===== src/rtl/alu_seq_pkg.sv =====
// Shared types and constants for the ALU op sequencer.
//   op_e      : 4-bit ALU operation code presented by instruction decode
//   state_e   : sequencer FSM state
//   alu_fn_e  : function select (the single enable) driven into the ALU
//   FLG_*     : bit positions inside the {N,V,Z,C} status nibble
//   flag_mask : which status bits an op is allowed to update at commit
// Build option: DECIMAL_MODE_EN (see alu_op_sequencer.sv).
package alu_seq_pkg;

  typedef enum logic [3:0] {
    OP_ORA = 4'h0,
    OP_AND = 4'h1,
    OP_EOR = 4'h2,
    OP_ADC = 4'h3,
    OP_SBC = 4'h4,
    OP_CMP = 4'h5,
    OP_ASL = 4'h6,
    OP_LSR = 4'h7,
    OP_ROL = 4'h8,
    OP_ROR = 4'h9,
    OP_INC = 4'hA,
    OP_DEC = 4'hB
  } op_e;

  typedef enum logic [1:0] {
    IDLE  = 2'd0,
    PASS1 = 2'd1,
    PASS2 = 2'd2,
    DONE  = 2'd3
  } state_e;

  typedef enum logic [2:0] {
    FN_OR  = 3'd0,
    FN_AND = 3'd1,
    FN_EOR = 3'd2,
    FN_SUM = 3'd3,
    FN_SHR = 3'd4
  } alu_fn_e;

  localparam int FLG_N = 3;
  localparam int FLG_V = 2;
  localparam int FLG_Z = 1;
  localparam int FLG_C = 0;

  // Status bits written by each op; bits outside the mask keep their value.
  // Codes C-F are not in op_e and fall through to "update nothing".
  function automatic logic [3:0] flag_mask(input op_e op);
    logic [3:0] m;
    m = 4'b0000;
    case (op)
      OP_ORA, OP_AND, OP_EOR, OP_INC, OP_DEC: m = 4'b1010;
      OP_ADC, OP_SBC:                         m = 4'b1111;
      OP_CMP, OP_ASL, OP_ROL, OP_LSR, OP_ROR: m = 4'b1011;
      default:                                m = 4'b0000;
    endcase
    return m;
  endfunction

endpackage


===== src/rtl/alu_op_sequencer_alu.sv =====
// Combinational 8-bit ALU used by the sequencer for every pass.
// Ports:
//   fn_i    : function select (one enable per pass)
//   a_i     : operand A
//   b_i     : operand B
//   cin_i   : carry-in for FN_SUM
//   y_o     : result byte
//   carry_o : carry out of FN_SUM, bit shifted out for FN_SHR, else 0
//   ovf_o   : signed overflow of FN_SUM, else 0
// N and Z are not produced here; the sequencer derives them from the final byte.
module alu_op_sequencer_alu
  import alu_seq_pkg::*;
(
  input  alu_fn_e    fn_i,
  input  logic [7:0] a_i,
  input  logic [7:0] b_i,
  input  logic       cin_i,
  output logic [7:0] y_o,
  output logic       carry_o,
  output logic       ovf_o
);

  logic [8:0] sum;

  assign sum = {1'b0, a_i} + {1'b0, b_i} + {8'b0, cin_i};

  always_comb begin
    y_o     = 8'h00;
    carry_o = 1'b0;
    ovf_o   = 1'b0;
    case (fn_i)
      FN_OR:  y_o = a_i | b_i;
      FN_AND: y_o = a_i & b_i;
      FN_EOR: y_o = a_i ^ b_i;
      FN_SUM: begin
        y_o     = sum[7:0];
        carry_o = sum[8];
        // Operands of equal sign producing a result of the other sign.
        ovf_o   = (a_i[7] == b_i[7]) && (sum[7] != a_i[7]);
      end
      FN_SHR: begin
        y_o     = {1'b0, a_i[7:1]};
        carry_o = a_i[0];
      end
      default: y_o = 8'h00;
    endcase
  end

endmodule


===== src/rtl/alu_op_sequencer.sv =====
// Multi-cycle controller for the 6502 ALU. Takes one op per request, runs it as
// one or two ALU passes, owns the {N,V,Z,C} status register and returns the
// result over a valid/ready handshake.
// Ports:
//   clk, rst        : clock, synchronous active-high reset
//   op_valid_IN/op_ready_OUT : request handshake (ready only in IDLE)
//   op_code_IN, a_IN, b_IN   : operation and operands
//   decimal_IN      : D flag, only honoured when DECIMAL_MODE_EN is defined
//   flag_wr_IN/flag_data_IN  : external status load, wins over an op commit
//   res_valid_OUT/res_ready_IN : result handshake
//   result_OUT, res_wr_OUT   : result byte, register-write qualifier (0 for CMP)
//   flags_OUT       : {N,V,Z,C}
//   dbg_state_OUT   : current FSM state
// Handshakes: a transfer happens on a rising edge where valid and ready are both
// high; valid, once raised, and its payload stay stable until that transfer.
// Build option: `define DECIMAL_MODE_EN adds a BCD adjust pass to ADC/SBC when
// the latched D flag is set. Without it ADC/SBC are always binary, single pass.
module alu_op_sequencer
  import alu_seq_pkg::*;
#(
  parameter logic [3:0] RESET_FLAGS = 4'b0000
) (
  input  logic       clk,
  input  logic       rst,
  input  logic       op_valid_IN,
  output logic       op_ready_OUT,
  input  logic [3:0] op_code_IN,
  input  logic [7:0] a_IN,
  input  logic [7:0] b_IN,
  input  logic       decimal_IN,
  input  logic       flag_wr_IN,
  input  logic [3:0] flag_data_IN,
  output logic       res_valid_OUT,
  input  logic       res_ready_IN,
  output logic [7:0] result_OUT,
  output logic       res_wr_OUT,
  output logic [3:0] flags_OUT,
  output state_e     dbg_state_OUT
);

  state_e     state_q;
  op_e        op_q;
  logic [7:0] a_q, b_q;
  logic       c_q;        // carry flag captured at accept
  logic       wb_q;       // last pass result sits in the pass registers
  logic [7:0] p_res_q;
  logic       p_n_q, p_v_q, p_z_q, p_c_q;
  logic [7:0] result_q;
  logic       res_wr_q, res_valid_q, op_ready_q;
  logic [3:0] flags_q;

  alu_fn_e    alu_fn;
  logic [7:0] alu_a, alu_b, alu_y;
  logic       alu_cin, alu_co, alu_v;

  logic       two_pass;
  logic       commit;
  logic [3:0] mask, cand_flags, commit_flags;

`ifdef DECIMAL_MODE_EN
  logic       d_q;
  logic [4:0] lo_sum, hi_sum, lo_dif, hi_dif;
  logic       lo_adj, hi_adj;
  logic [7:0] dec_adj;
  logic       dec_c;

  // BCD correction worked out from the latched operands: per-nibble decimal
  // carry (ADC) or borrow (SBC) selects 06/60/66, applied to the binary sum.
  always_comb begin
    lo_sum = {1'b0, a_q[3:0]} + {1'b0, b_q[3:0]} + {4'b0, c_q};
    hi_sum = {1'b0, a_q[7:4]} + {1'b0, b_q[7:4]} + {4'b0, (lo_sum > 5'd9)};
    lo_dif = {1'b0, a_q[3:0]} - {1'b0, b_q[3:0]} - {4'b0, ~c_q};
    hi_dif = {1'b0, a_q[7:4]} - {1'b0, b_q[7:4]} - {4'b0, lo_dif[4]};
    if (op_q == OP_SBC) begin
      lo_adj = lo_dif[4];
      hi_adj = hi_dif[4];
      dec_c  = ~hi_dif[4];
    end else begin
      lo_adj = (lo_sum > 5'd9);
      hi_adj = (hi_sum > 5'd9);
      dec_c  = (hi_sum > 5'd9);
    end
    dec_adj = {(hi_adj ? 4'h6 : 4'h0), (lo_adj ? 4'h6 : 4'h0)};
  end

  assign two_pass = (op_q == OP_ROR) ||
                    (d_q && ((op_q == OP_ADC) || (op_q == OP_SBC)));
`else
  logic unused_decimal;
  assign unused_decimal = decimal_IN;
  assign two_pass       = (op_q == OP_ROR);
`endif

  // Pass decoder: ALU enable, operands and carry-in from state and latched op.
  always_comb begin
    alu_fn  = FN_OR;
    alu_a   = a_q;
    alu_b   = b_q;
    alu_cin = 1'b0;
    if (state_q == PASS2) begin
      alu_a = p_res_q;
      if (op_q == OP_ROR) begin
        alu_fn = FN_OR;
        alu_b  = {c_q, 7'b0};
      end else begin
`ifdef DECIMAL_MODE_EN
        alu_fn  = FN_SUM;
        alu_b   = (op_q == OP_SBC) ? ~dec_adj : dec_adj;
        alu_cin = (op_q == OP_SBC);
`else
        alu_fn = FN_OR;
        alu_b  = 8'h00;
`endif
      end
    end else begin
      case (op_q)
        OP_ORA: alu_fn = FN_OR;
        OP_AND: alu_fn = FN_AND;
        OP_EOR: alu_fn = FN_EOR;
        OP_ADC: begin alu_fn = FN_SUM; alu_cin = c_q; end
        OP_SBC: begin alu_fn = FN_SUM; alu_b = ~b_q; alu_cin = c_q; end
        OP_CMP: begin alu_fn = FN_SUM; alu_b = ~b_q; alu_cin = 1'b1; end
        OP_ASL: begin alu_fn = FN_SUM; alu_b = a_q; end
        OP_ROL: begin alu_fn = FN_SUM; alu_b = a_q; alu_cin = c_q; end
        OP_LSR, OP_ROR: alu_fn = FN_SHR;
        OP_INC: begin alu_fn = FN_SUM; alu_b = 8'h00; alu_cin = 1'b1; end
        OP_DEC: begin alu_fn = FN_SUM; alu_b = 8'hFF; end
        // Unused codes pass A straight through.
        default: begin alu_fn = FN_OR; alu_b = 8'h00; end
      endcase
    end
  end

  alu_op_sequencer_alu u_alu (
    .fn_i    (alu_fn),
    .a_i     (alu_a),
    .b_i     (alu_b),
    .cin_i   (alu_cin),
    .y_o     (alu_y),
    .carry_o (alu_co),
    .ovf_o   (alu_v)
  );

  assign commit       = ((state_q == PASS1) || (state_q == PASS2)) && wb_q;
  assign mask         = flag_mask(op_q);
  assign cand_flags   = {p_n_q, p_v_q, p_z_q, p_c_q};
  assign commit_flags = (flags_q & ~mask) | (cand_flags & mask);

  always_ff @(posedge clk) begin
    if (rst) begin
      state_q     <= IDLE;
      op_q        <= OP_ORA;
      a_q         <= 8'h00;
      b_q         <= 8'h00;
      c_q         <= 1'b0;
      wb_q        <= 1'b0;
      p_res_q     <= 8'h00;
      p_n_q       <= 1'b0;
      p_v_q       <= 1'b0;
      p_z_q       <= 1'b0;
      p_c_q       <= 1'b0;
      result_q    <= 8'h00;
      res_wr_q    <= 1'b0;
      res_valid_q <= 1'b0;
      op_ready_q  <= 1'b1;
      flags_q     <= RESET_FLAGS;
`ifdef DECIMAL_MODE_EN
      d_q         <= 1'b0;
`endif
    end else begin
      case (state_q)
        IDLE: begin
          if (op_valid_IN) begin
            op_q       <= op_e'(op_code_IN);
            a_q        <= a_IN;
            b_q        <= b_IN;
            c_q        <= flags_q[FLG_C];
`ifdef DECIMAL_MODE_EN
            d_q        <= decimal_IN;
`endif
            wb_q       <= 1'b0;
            op_ready_q <= 1'b0;
            state_q    <= PASS1;
          end
        end
        PASS1: begin
          if (!wb_q) begin
            p_res_q <= alu_y;
            p_n_q   <= alu_y[7];
            p_z_q   <= (alu_y == 8'h00);
            p_v_q   <= alu_v;
            p_c_q   <= ((op_q == OP_LSR) || (op_q == OP_ROR)) ? a_q[0] : alu_co;
            if (two_pass) state_q <= PASS2;
            else          wb_q    <= 1'b1;
          end
        end
        PASS2: begin
          if (!wb_q) begin
            p_res_q <= alu_y;
            if (op_q == OP_ROR) begin
              p_n_q <= alu_y[7];
              p_z_q <= (alu_y == 8'h00);
            end
`ifdef DECIMAL_MODE_EN
            else begin
              // N, V, Z stay from the binary pass; only C is decimal.
              p_c_q <= dec_c;
            end
`endif
            wb_q <= 1'b1;
          end
        end
        DONE: begin
          if (res_ready_IN) begin
            res_valid_q <= 1'b0;
            op_ready_q  <= 1'b1;
            state_q     <= IDLE;
          end
        end
        default: state_q <= IDLE;
      endcase

      if (commit) begin
        result_q    <= p_res_q;
        res_wr_q    <= (op_q != OP_CMP);
        res_valid_q <= 1'b1;
        wb_q        <= 1'b0;
        state_q     <= DONE;
      end

      if (flag_wr_IN)  flags_q <= flag_data_IN;
      else if (commit) flags_q <= commit_flags;
    end
  end

  assign op_ready_OUT  = op_ready_q;
  assign res_valid_OUT = res_valid_q;
  assign result_OUT    = result_q;
  assign res_wr_OUT    = res_wr_q;
  assign flags_OUT     = flags_q;
  assign dbg_state_OUT = state_q;

endmodule


===== config.mk =====
export PLATFORM = sky130hd
export DESIGN_NAME = alu_op_sequencer
export DESIGN_NICKNAME = d
export VERILOG_FILES = /design/src/rtl/alu_seq_pkg.sv /design/src/rtl/alu_op_sequencer_alu.sv /design/src/rtl/alu_op_sequencer.sv
export SDC_FILE = /design/constraint.sdc
export NUM_CORES = 1
export LEC_CHECK = 0
export CORE_MARGIN = 5
export CORE_UTILIZATION = 60
export CTS_CLUSTER_SIZE = 10
export DETAILED_ROUTE_END_ITERATION = 6
export DONT_BUFFER_PORTS = 1
export GPL_TIMING_DRIVEN = 1
export PLACE_DENSITY_LB_ADDON = 0.2
export SLEW_MARGIN = 20
export SYNTH_ARGS = -nofsm -noshare
export SYNTH_HDL_FRONTEND = slang
export SYNTH_SLANG_ARGS = --single-unit
export TNS_END_PERCENT = 5

===== constraint.sdc =====
create_clock -name clk -period 4.3 [get_ports clk]
set_input_delay 0.215 -clock clk [delete_from_list [all_inputs] [get_ports clk]]
set_output_delay 0.215 -clock clk [all_outputs]
set_load 0.1 [all_outputs]

# Yosys cells after proc, flatten, opt, wreduce, memory -nomap -nowiden
# Memory sizes are Yosys's and may differ from the RTL's. A register that Yosys moved wholly into a read port is not among the register bits.
# Index checks and enable logic that the tools add are counted.
# op_classes
bitwise_logic	9
n_mux	39
eq_ne	30
reduce_logical	32
n_addsub	2
# op_table
operator	count
8-bit case mux with 5 select lines	1
8-bit case mux with 4 select lines	1
8-bit two-way mux	3
4-bit by 3-bit equality test with 1-bit output (second input constant)	4
4-bit equality test (second input constant)	4
1-bit two-way mux	16
4-bit two-way mux	4
3-bit inequality test (second input constant)	4
3-bit case mux with 4 select lines	1
2-bit OR reduction	6
2-bit two-way mux	5
2-bit inequality test (second input constant)	5
1-bit case mux with 2 select lines	5
2-bit AND reduction	5
2-bit nonzero test	5
8-bit by 8-bit adder with 9-bit output	1
9-bit by 1-bit adder with 9-bit output	1
4-bit bitwise AND	2
8-bit bitwise AND	1
4-bit by 2-bit equality test with 1-bit output (second input constant)	2
8-bit logical NOT	1
8-bit inverter	1
8-bit OR	1
8-bit bitwise XOR	1
28 further kinds	32
# word_totals
register_bits	51
mem_count	1
romBits	64
in_bits	30
# memory_table
memory	depth	word_bits	read_ports	rd_clocked_by_memory_dff	write_ports	line_no	source
(name not given)	16	4	1	1	0	alu_seq_pkg.sv:50	case (op)

# Longest topological paths before layout
# depth
word_depth	11
ltp_mapped	18
depth_no_buf	16

# By module
# Synthesis repeated with hierarchy kept, for this count alone.
# hier_totals
cells_unflattened	489
hier_area_um2	3736.1
# by_module_without_submodules
module	instances	area_each_um2	cells_per_inst
alu_op_sequencer	1	2872.8	365
alu_op_sequencer_alu	1	863.3	124

# Worst setup path after synthesis
# No wires, ideal clock.
# synth_path
path_type	register to register
startpoint	reg state_q[1], in the netlist dbg_state_OUT[1]
endpoint	reg p_z_q
setup_slack_ps	-132
path_stages_with_launch	17
t_arrival_ps	4318
path_buffers	3
cell_sequence	dfxtp_1 ha_1 clkbuf_1 buf_1 nand2b_1 clkbuf_1 a31o_2 inv_1 fa_1 fa_1 a21oi_1 o21bai_1 a31oi_1 xnor2_1 a211oi_1 and4_1 a21o_1
# synth_between
elab_chain_cells	9
elab_cells_between_ends	27
classes_between	add/sub (2); eq/ne (9); mux (9); bitwise (3); reduce/logical (4)
# synth_lines
element	line_no	source
start, declared	alu_op_sequencer.sv:41	state_e state_q;
start signal, assigned	alu_op_sequencer.sv:151	state_q <= IDLE;
start signal, assigned	alu_op_sequencer.sv:183	state_q <= PASS1;
start signal, assigned	alu_op_sequencer.sv:193	if (two_pass) state_q <= PASS2;
2-bit equality test	alu_op_sequencer.sv:100, alu_op_sequencer.sv:171	
8-bit two-way mux	alu_op_sequencer.sv:100	if (state_q == PASS2) begin
8-bit by 8-bit adder with 9-bit output	alu_op_sequencer_alu.sv:25	assign sum = {1'b0, a_i} + {1'b0, b_i} + {8'b0, cin_i};
9-bit by 1-bit adder with 9-bit output	alu_op_sequencer_alu.sv:25	
8-bit case mux with 5 select lines	alu_op_sequencer_alu.sv:31	case (fn_i)
8-bit logical NOT	alu_op_sequencer.sv:190, alu_op_sequencer.sv:202	
1-bit two-way mux	alu_op_sequencer.sv:200	if (op_q == OP_ROR) begin
1-bit two-way mux	alu_op_sequencer.sv:198	if (!wb_q) begin
1-bit case mux with 2 select lines	alu_op_sequencer.sv:171	case (state_q)
end signal, assigned	alu_op_sequencer.sv:190	p_z_q <= (alu_y == 8'h00);
end signal, assigned	alu_op_sequencer.sv:202	p_z_q <= (alu_y == 8'h00);
end, declared	alu_op_sequencer.sv:47	logic p_n_q, p_v_q, p_z_q, p_c_q;
# Parallel ways exist; a longest one is shown, timed or not. The select of a mux whose other input is x is not followed.
# A chain may end at the register's enable or synchronous reset.

# Worst setup path after layout
# layout_path
startpoint	reg op_q[1]
endpoint	reg p_z_q
# layout_between
elab_chain_cells	11
elab_cells_between_ends	44
classes_between	add/sub (2); eq/ne (16); mux (12); bitwise (3); reduce/logical (11)
# layout_lines
element	line_no	source
start, declared	alu_op_sequencer.sv:42	op_e op_q;
start signal, assigned	alu_op_sequencer.sv:174	op_q <= op_e'(op_code_IN);
4-bit equality test (tied with other cells)	alu_op_sequencer.sv:102, alu_op_sequencer.sv:116, alu_op_sequencer.sv:200	
6-bit OR reduction (no line) or 2-bit OR reduction (tied branches)	-	
8-bit case mux with 4 select lines	alu_op_sequencer.sv:116	case (op_q)
8-bit two-way mux	alu_op_sequencer.sv:100	
8-bit by 8-bit adder with 9-bit output	alu_op_sequencer_alu.sv:25	
9-bit by 1-bit adder with 9-bit output	alu_op_sequencer_alu.sv:25	
8-bit case mux with 5 select lines	alu_op_sequencer_alu.sv:31	
8-bit logical NOT	alu_op_sequencer.sv:190, alu_op_sequencer.sv:202	
1-bit two-way mux	alu_op_sequencer.sv:200	
1-bit two-way mux	alu_op_sequencer.sv:198	
1-bit case mux with 2 select lines	alu_op_sequencer.sv:171	
# Parallel ways exist; a longest one is shown, timed or not. The select of a mux whose other input is x is not followed.

==> flow_summary.ini <==
[status]
status = completed

[floorplanning]
core_area_mm2 = 0.005574
start_util_pct = 62.56
die_h_um = 86.24
rows = 27
dieArea_mm2 = 0.007436
die_w_um = 86.24
ios = 47

[sta]
slew_violations = 0
fin_setup_tns_ns = 0
fin_skew_ns = 0.006706
hold_viol_final = 0
slew_headroom_pct = 32.77
worst_slew_pin_slew_ns = 1.007
min_period_ns = 3.789
rsz0062_at_grt = false
fin_ws_ns = 0.5106
finalSetupViolations = 0
fin_crit_sh_pct = 88.13
fmax_mhz = 263.9

[logic_synthesis]
synth_seq_cells = 54
synth-edff-count = 0
ys_top_cells_by_count = nand2_1 (98), a21oi_1 (59), dfxtp_1 (54), nor2_1 (32), o21ai_0 (28)
synthDistinctLibCells = 52
yosysTopAreaCell = dfxtp_1
seq_area_frac_synth_pct = 31.00
syn-num-nets = 523
syn_area_per_cell_um2 = 7.404
async_flop_share_pct = 0
synth_top_area_share_pct = 31.00
synth_most_common_cell = nand2_1
syn_area_mm2 = 0.003487
yosysWarnings = 0
synthFlopType = dfxtp_1
synthTopCellsByArea = dfxtp_1 (31%), nand2_1 (11%), a21oi_1 (8.5%)
synthCells = 471

[detailed_routing]
drtAntennaViolNets = 0
drt-total-wl_um = 8455
via_per_inst = 6.032
wl_per_cell_um = 16.01
drtPass1Iterations = 5
drtIter0Drc = 310
via_count = 3185
route.detailed.drc = 0

[placed_design]
dp_slack_ns = 0.5855
port_buffers = 0
place.gp.congestion = 0.9528
dpl.hpwl_um = 6276

[cells_and_area]
area_growth_pct = 3.947
fillers = 518
multi_input_area_mm2 = 0.002167
seqCellArea_mm2 = 0.001082
diodes = 0
fin_nets = 508
postLayoutCoreUtil_pct = 65.03
final_layout_size_suffix_gt1_share_pct = 8.114

[clock_tree]
ctsResizeCount = 0
cts_buffers = 5
path_clk_slew_ns = 0.10
clk_latency_ns = 0.32
cts-root-buf = clkbuf_8
cts_setup_buffers = 0
htree_levels = 2
clockBufferDepth = 2
numClockSinks = 54
cts_tree = built

[global_route]
grt_pass1_vias = 2991
grt_usage_pct = 23.30
grt_start_max_net_pins = 48
grt_pass1_wl_um = 14030
overflow = 0
antenna_found_initial = 0

[worst_setup_path]
cp.required_ns = 4.53
slowest_delay_ns = 0.68
cp_slowest_cell = dfxtp_1
crit_buf_inv = 1
crit-reg2reg-launch = op_q[1]$_SDFFE_PP0P_
startpoint_type = flip-flop
crit_start = op_q[1]$_SDFFE_PP0P_
crit_type = flip-flop to flip-flop
worstSetupEndpointType = flip-flop
path_cells = inv_2 -> nand2_1 -> a21oi_1 -> a31oi_1 -> o22a_1 -> nor2_1 -> fa_1 -> fa_1 -> a21oi_1 -> o21bai_1 -> a31oi_1 -> xnor2_1 -> a211oi_1 -> and4_1 -> a21o_1
worst-path-max-fanout = 16
r2r_setup_slack_ns = 0.51
cp_top_family = compound AO/OA/AOI/OAI gates
arrival_ns = 4.02

[min_path]
worstHoldStart = rst
hold_path.class = input port to flip-flop

[power_and_ir_drop]
p_leak_nw = 1.396
powerDensity_mw_per_mm2 = 646.0
ir_drop_mv = 0.3819

[job]
drv_cap = 0
flip-flops by register name (all words and copies together) (netlist names), named ones only:
signal         cells
mask               3
p_res_q            8
dbg_state_OUT      2
res_wr_OUT         1
p_z_q              1
p_c_q              1
b_q                8
op_q               4
wb_q               1
p_v_q              1
res_valid_OUT      1
c_q                1
result_OUT         8
p_n_q              1
a_q                8
op_ready_OUT       1
final cells by class:
class	instances	area share (%)
clock buffers	5	1.899
flip-flops and latches	54	29.86
multi-input cells	359	59.79
inverters	28	2.900
repair buffers	8	2.002
clock inverters	2	1.070
well taps	72	2.485
cells by family after synthesis:
kind of cell / Yosys count / synth area share, %
multiplexers: 14 / 4.306
AND/OR/NAND/NOR: 177 / 23.14
buffers and inverters: 58 / 6.853
XOR/XNOR: 6 / 1.507
AO/OA/AOI/OAI: 140 / 24.87
flip-flops: 54 / 31.00
adder cells (fa/ha/maj): 22 / 8.324
layer usage:
metal / up-vias / routed length, um / track usage [%]
li1: 1600 / - / -
met4: 0 / 118 / 6.799
met5: - / 0 / 0
met3: 9 / 505 / 3.707
met1: 1472 / 3872 / 31.39
met2: 104 / 3959 / 38.61
power by group:
group          switching (W)  total (W)  internal, W
Sequential          0.000176   0.000786     0.000609
Combinational       0.000758    0.00121     0.000450
Clock               0.000176   0.000348     0.000172
placed cells by master (no fill, tap or decap), types with 4 or more instances in the layout:
cell,n
a211oi_1,6
a21o_1,4
a21oi_1,59
a221oi_1,4
a222oi_1,4
a31o_2,7
buf_4,7
clkbuf_8,5
dfxtp_1,53
ha_1,20
inv_1,27
mux2_2,8
mux2i_1,6
nand2_1,98
nand2b_1,14
nand3_1,5
nor2_1,32
nor2b_1,6
nor3_1,6
o211ai_1,5
o21ai_0,28
xnor2_1,4
metrics by stage:
step	cells	hold WS (ns)	total power [W]	area [um2]
after floorplan	471	0.3510	0.001748	3488
final	528	0.005744	0.002342	3625
after CTS	528	0.001370	0.002330	3625
after detailed placement	520	0.2900	0.001979	3497
after global placement	520	0.2882	0.001937	3497
after global routing	528	0.002749	0.002523	3625
repair_timing:
item | CTS | global route
setup endpoints to repair | 0 | 0
hold buffers | 1 | 0
endpoints found under the hold margin | 47 | 0
final timing paths:
check / end / cells after the start
min reg2reg: result_OUT[1]$_SDFFE_PP0P_ / 2
max reg2reg: p_z_q$_SDFFE_PP0P_ / 15
max: p_z_q$_SDFFE_PP0P_ / 15
min: op_ready_OUT$_SDFFE_PP1P_ / 1
No activity file was read; power rests on OpenSTA's default activity.
